===== src/rtl/pll_ext_pkg.sv =====
// pll_ext_pkg: shared FSM states, midscale helper and saturating add for the PLL loop filter
package pll_ext_pkg;
  typedef enum logic [2:0] {IDLE, ERR, PROD, SUM, OUT} state_t;
  localparam int ACC_MAX = 64;
  function automatic logic [31:0] mid_of(input int w);
    return 32'd1 << (w - 1);
  endfunction
  function automatic logic signed [ACC_MAX-1:0] sat_add(
    input logic signed [ACC_MAX-1:0] a,
    input logic signed [ACC_MAX-1:0] b,
    input int w = 32
  );
    logic signed [ACC_MAX:0] s, hi, lo;
    s = {a[ACC_MAX-1], a} + {b[ACC_MAX-1], b};
    hi = (65'sd1 <<< (w - 1)) - 65'sd1;
    lo = -hi;
    return ACC_MAX'(s > hi ? hi : s < lo ? lo : s);
  endfunction
endpackage


===== src/rtl/pll_pi_integrator.sv =====
// pll_pi_integrator: saturating integrator with conditional-integration anti-windup
module pll_pi_integrator import pll_ext_pkg::*; #(
  parameter int ACC_WIDTH = 32
) (
  input  logic                        clk,
  input  logic                        aresetn,
  input  logic signed [ACC_WIDTH-1:0] i,
  input  logic                        hold,
  input  logic [1:0]                  clamp_dir,
  input  logic                        enable,
  input  logic                        commit,
  output logic signed [ACC_WIDTH-1:0] integ_cand
);
  logic signed [ACC_WIDTH-1:0] integ;
  logic wind;
  always_comb begin
    integ_cand = ACC_WIDTH'(sat_add(ACC_MAX'(integ), ACC_MAX'(i), ACC_WIDTH));
    wind = (clamp_dir[1] && i > 0) || (clamp_dir[0] && i < 0);
  end
  always_ff @(posedge clk or negedge aresetn) begin
    if (!aresetn) integ <= '0;
    else if (commit && (!enable || !(hold || wind))) integ <= enable ? integ_cand : '0;
  end
endmodule


===== src/rtl/pll_loop_filter.sv =====
// pll_loop_filter: multi-cycle PI loop filter turning ADC samples into a clamped DAC code
module pll_loop_filter import pll_ext_pkg::*; #(
  parameter int DATA_WIDTH = 16,
  parameter int ACC_WIDTH  = 32,
  parameter int FRAC_BITS  = 8,
  parameter int GAIN_WIDTH = 8
) (
  input  logic                  clk,
  input  logic                  aresetn,
  input  logic                  enable,
  input  logic                  hold,
  input  logic                  sample_valid,
  input  logic [DATA_WIDTH-1:0] sample,
  input  logic [DATA_WIDTH-1:0] setpoint,
  input  logic [GAIN_WIDTH-1:0] kp,
  input  logic [GAIN_WIDTH-1:0] ki,
  output logic [DATA_WIDTH-1:0] dac_code,
  output logic                  dac_valid,
  output logic                  busy,
  output logic                  sat_flag,
  output logic                  overrun
);
  localparam int SW = ACC_WIDTH + 1;
  localparam logic [DATA_WIDTH-1:0] MID = DATA_WIDTH'(mid_of(DATA_WIDTH));
  localparam logic signed [SW-1:0] CODE_MAX = SW'((64'd1 << DATA_WIDTH) - 64'd1);
  state_t state, next;
  logic [DATA_WIDTH-1:0] smp_q, set_q, u_c, u_q;
  logic [GAIN_WIDTH-1:0] kp_q, ki_q;
  logic en_q, hold_q, sat_hi, sat_lo;
  logic [1:0] clamp_q;
  logic signed [DATA_WIDTH:0] err, err_q;
  logic signed [ACC_WIDTH-1:0] p_next, i_next, p_q, i_q, integ_cand;
  logic signed [SW-1:0] s, u;
  always_comb begin
    next = state == IDLE ? (sample_valid ? ERR : IDLE) : state == OUT ? IDLE : state_t'(state + 3'd1);
    err = $signed({1'b0, set_q}) - $signed({1'b0, smp_q});
    p_next = ACC_WIDTH'(err_q) * ACC_WIDTH'($signed({1'b0, kp_q}));
    i_next = ACC_WIDTH'(err_q) * ACC_WIDTH'($signed({1'b0, ki_q}));
    s = SW'(p_q) + SW'(integ_cand);
    u = (s >>> FRAC_BITS) + $signed(SW'(MID));
    sat_hi = u > CODE_MAX;
    sat_lo = u[SW-1];
    u_c = sat_hi ? '1 : sat_lo ? '0 : u[DATA_WIDTH-1:0];
  end
  always_ff @(posedge clk or negedge aresetn) begin
    if (!aresetn) state <= IDLE;
    else state <= next;
  end
  always_ff @(posedge clk or negedge aresetn) begin
    if (!aresetn) begin
      {smp_q, set_q, kp_q, ki_q, en_q, hold_q} <= '0;
      {err_q, p_q, i_q, u_q, clamp_q} <= '0;
      dac_code <= MID;
      {dac_valid, sat_flag, overrun} <= '0;
    end else begin
      dac_valid <= 1'b0;
      if (sample_valid && state != IDLE) overrun <= 1'b1;
      if (sample_valid && state == IDLE) {smp_q, set_q, kp_q, ki_q, en_q, hold_q} <= {sample, setpoint, kp, ki, enable, hold};
      if (state == ERR) err_q <= err;
      if (state == PROD) {p_q, i_q} <= {p_next, i_next};
      if (state == SUM) {u_q, clamp_q} <= {u_c, sat_hi, sat_lo};
      if (state == OUT) {dac_valid, dac_code, sat_flag} <= {1'b1, en_q ? u_q : MID, en_q && |clamp_q};
    end
  end
  assign busy = state != IDLE || dac_valid;
  pll_pi_integrator #(.ACC_WIDTH(ACC_WIDTH)) u_integ (
    .clk(clk),
    .aresetn(aresetn),
    .i(i_q),
    .hold(hold_q),
    .clamp_dir(clamp_q),
    .enable(en_q),
    .commit(state == OUT),
    .integ_cand(integ_cand)
  );
endmodule


===== config.mk =====
export PLATFORM = sky130hd
export DESIGN_NAME = pll_loop_filter
export DESIGN_NICKNAME = d
export VERILOG_FILES = /design/src/rtl/pll_ext_pkg.sv /design/src/rtl/pll_pi_integrator.sv /design/src/rtl/pll_loop_filter.sv
export SDC_FILE = /design/constraint.sdc
export NUM_CORES = 1
export LEC_CHECK = 0
export ABC_AREA = 1
export CAP_MARGIN = 20
export CORE_MARGIN = 2
export CORE_UTILIZATION = 45
export DETAILED_ROUTE_END_ITERATION = 7
export PLACE_DENSITY = 0.72
export SLEW_MARGIN = 20
export SYNTH_ARGS = -nofsm -noshare
export SYNTH_HDL_FRONTEND = slang
export SYNTH_SLANG_ARGS = --single-unit
export TNS_END_PERCENT = 1

===== constraint.sdc =====
create_clock -name clk -period 5.1 [get_ports clk]
set_input_delay 0.51 -clock clk [delete_from_list [all_inputs] [get_ports clk]]
set_output_delay 0.51 -clock clk [all_outputs]
set_load 0.02 [all_outputs]

==> results.py <==
metrics = {
    "status": {
        "status": "complete, but fails checks",
        "violations": "negative setup slack",
    },
    "worst_setup_path": {
        "reg2reg_to": "i_q[23]$_DFFE_PN0N_",
        "arrival_ns": 5.79,
        "crit_buf_inv": 9,
        "rrSetupSlack_ns": -0.27,
        "critPathCaptureType": "register",
        "crit_path_top_delay_cell": "fa_1",
        "required_ns": 5.51,
        "critPathTopFamily": "adder cells",
        "critPathMaxFanout": 6,
        "rr_worst_depth": 31,
        "crit_path_start_kind": "register",
        "r2r-start": "err_q[5]$_DFFE_PN0N_",
        "path_class": "register to register",
        "cpPeakStageDelay_ns": 0.54,
    },
    "cells_and_area": {
        "mostFrequentLayoutCell": "nand2_1",
        "design_area_um2": 28900,
        "fill_cells": 4437,
        "layout.nets": 3963,
        "drive_above_1_share": 0.225,
        "area_growth_pct": 28.3,
        "final_cell_mix": "785 x nand2_1, 703 x inv_1, 416 x buf_4",
        "antennaDiodeCount": 0,
    },
    "logic_synthesis": {
        "synth.distinct_cells": 52,
        "synth_edf_count": 0,
        "syn_nets": 3541,
        "synth_top_cell_by_area": "dfrtp_1",
        "yosys.area.top_type_share": 0.211,
        "yosysSeqAreaShare": 0.212,
        "netlist_area_um2": 22600,
        "ys_ff_latch": 191,
        "synth_ff_type": "dfrtp_1",
        "yosys-top-cells-area": "dfrtp_1 21%, fa_1 19%, nand2_1 14%",
        "syn_inst": 3080,
        "async_flop_share": 1.00,
        "avgSynthCellArea_um2": 7.32,
        "yosys_warnings": 0,
    },
    "clock_network": {
        "cts_tree": "yes",
        "htree_num_levels": 4,
        "clkLatencyLatePin_ns": 0.48,
        "clkSinkCount": 191,
        "clockBufferDepth": 2,
        "clock-root-buffer": "clkbuf_16",
        "hold_buffers": 0,
        "clkTransAtPathRegs_ns": 0.08,
        "numCtsBuffers": 17,
    },
    "die": {
        "die-area_um2": 51900,
        "rows": 82,
        "die_y_um": 228,
        "core_um2": 49900,
        "die_w_um": 228,
        "start_util": 0.452,
        "boundaryPins": 73,
    },
    "sta": {
        "drv_slew": 0,
        "rsz0062_at_grt": "true",
        "setup_viol": 25,
        "min_period_over_period": 1.05,
        "fin_ws_ns": -0.275,
        "worst_pin_slew_ns": 0.896,
        "finalClockSkew_ns": 0.0179,
        "hold_viol": 0,
        "fmax_mhz": 186,
        "post-route-min-period_ns": 5.37,
        "relSlewSlack": 0.395,
    },
    "global_routing": {
        "grt_overflow": 0,
        "grt_pass1_vias": 20400,
        "grt.total_usage": 0.233,
        "antenna_found_initial": 1,
        "grt_pass1_wl_um": 98300,
        "grt_max_degree": 113,
    },
    "route": {
        "drc_errors": 0,
        "ant_nets": 0,
        "routedWlPerCell_um": 14.6,
        "dr.pass1.iters": 5,
        "totalWireLength_um": 61000,
        "drt_iter0_markers": 1221,
        "num_vias": 20400,
        "viasPerCell": 4.87,
    },
    "placed_design": {
        "numPortBuffers": 72,
        "placed_cell_area_um2": 26800,
        "routabilityCongestion": 0.959,
        "dp_hpwl_um": 48100,
    },
    "flow_run": {
        "max_cap_violations": 0,
    },
    "worst_hold_path": {
        "worstHoldPathType": "input port to asynchronous set/reset pin",
    },
}
==> registers in the layout (all words and copies together), names as in the netlist, 16 cells and up <==
signal and flops:
u_integ.integ 32, smp_q 16, err_q 17, p_q 26
u_q 16, set_q 16, dac_code 16, i_q 26
==> kinds of logic after synthesis <==
group	share of synthesized area
compound gates	0.0938
xor+xnor	0.0271
fa+ha+maj	0.299
buf+inv	0.139
flops	0.212
mux	0.0165
simple gates	0.213
==> repair_timing <==
item,in CTS,in global routing
endpoints found under the setup margin,25,35
buffers inserted,16,24
resized for setup,76,201
gates cloned,1,3
endpoints found under the hold margin,0,0
pin swaps,20,84
==> layer usage <==
| metal | vias up | part of all wire | wire length (µm) | track usage |
|---|---|---|---|---|
| met5 | - | 0 | 0 | 0 |
| met4 | 0 | 0.039 | 2390 | 0.0905 |
| met3 | 120 | 0.042 | 2560 | 0.0248 |
| met2 | 508 | 0.48 | 29000 | 0.398 |
| met1 | 9607 | 0.44 | 27000 | 0.306 |
| li1 | 10200 | - | - | - |
==> how the worst max path moves through the flow <==
stage                         start             endpoint  slack [ns]  cells past startpoint
2_1_floorplan    i_q[0]$_DFFE_PN0N_  u_q[13]$_DFFE_PN0N_       -0.07                     43
3_5_place_dp    ki_q[0]$_DFFE_PN0P_  i_q[25]$_DFFE_PN0N_       -0.55                     27
5_1_grt        err_q[2]$_DFFE_PN0N_  i_q[25]$_DFFE_PN0N_       -0.56                     33
4_1_cts        err_q[7]$_DFFE_PN0N_  i_q[25]$_DFFE_PN0N_       -0.24                     29
3_3_place_gp    ki_q[0]$_DFFE_PN0P_  i_q[25]$_DFFE_PN0N_       -0.47                     27
6_report       err_q[5]$_DFFE_PN0N_  i_q[23]$_DFFE_PN0N_       -0.27                     31
==> area by class of cell <==
type | instances | area, µm² | area share
Multi-Input combinational cell | 2065 | 15800 | 0.547
Sequential cell | 191 | 4800 | 0.166
Tap cell | 672 | 841 | 0.0291
Timing Repair Buffer | 507 | 4170 | 0.144
Clock inverter | 11 | 159 | 0.00549
Inverter | 720 | 2710 | 0.0937
Clock buffer | 19 | 433 | 0.0150
==> through the flow <==
step                worst slack [ns]  cells  utilization  hold slack, ns  TNS (ns)
floorplan                    -0.0666   3080            -           0.214    -0.697
global placement              -0.472   4111        0.537           0.438     -7.96
detailed placement            -0.550   4111        0.537           0.448     -9.98
CTS                           -0.237   4158        0.559          0.0708     -4.49
global route                  -0.564   4185        0.580          0.0922    -13.74
finish                        -0.275   4185        0.580          0.0205     -3.64
==> synth_stat cells, types with 4 or more instances <==
cell type	count
nor2_2	10
o21bai_1	6
nand4_1	12
nand3_1	74
ha_1	190
o22ai_1	5
nand3_2	7
a22o_1	15
dfrtp_1	190
buf_1	6
inv_2	6
xor2_1	39
fa_1	218
a21oi_2	7
mux2_2	33
nor2_1	174
nor3_1	13
nand3b_1	7
o21ai_0	135
nor4_1	13
nand2_1	834
nand2_2	20
a31oi_1	19
o21bai_2	4
a21oi_1	161
inv_1	713
clkbuf_1	96
o31ai_1	6
xnor2_1	29
Power is not shown: default switching activity piles up to over one toggle a cycle in this logic, so the estimate is an artifact.
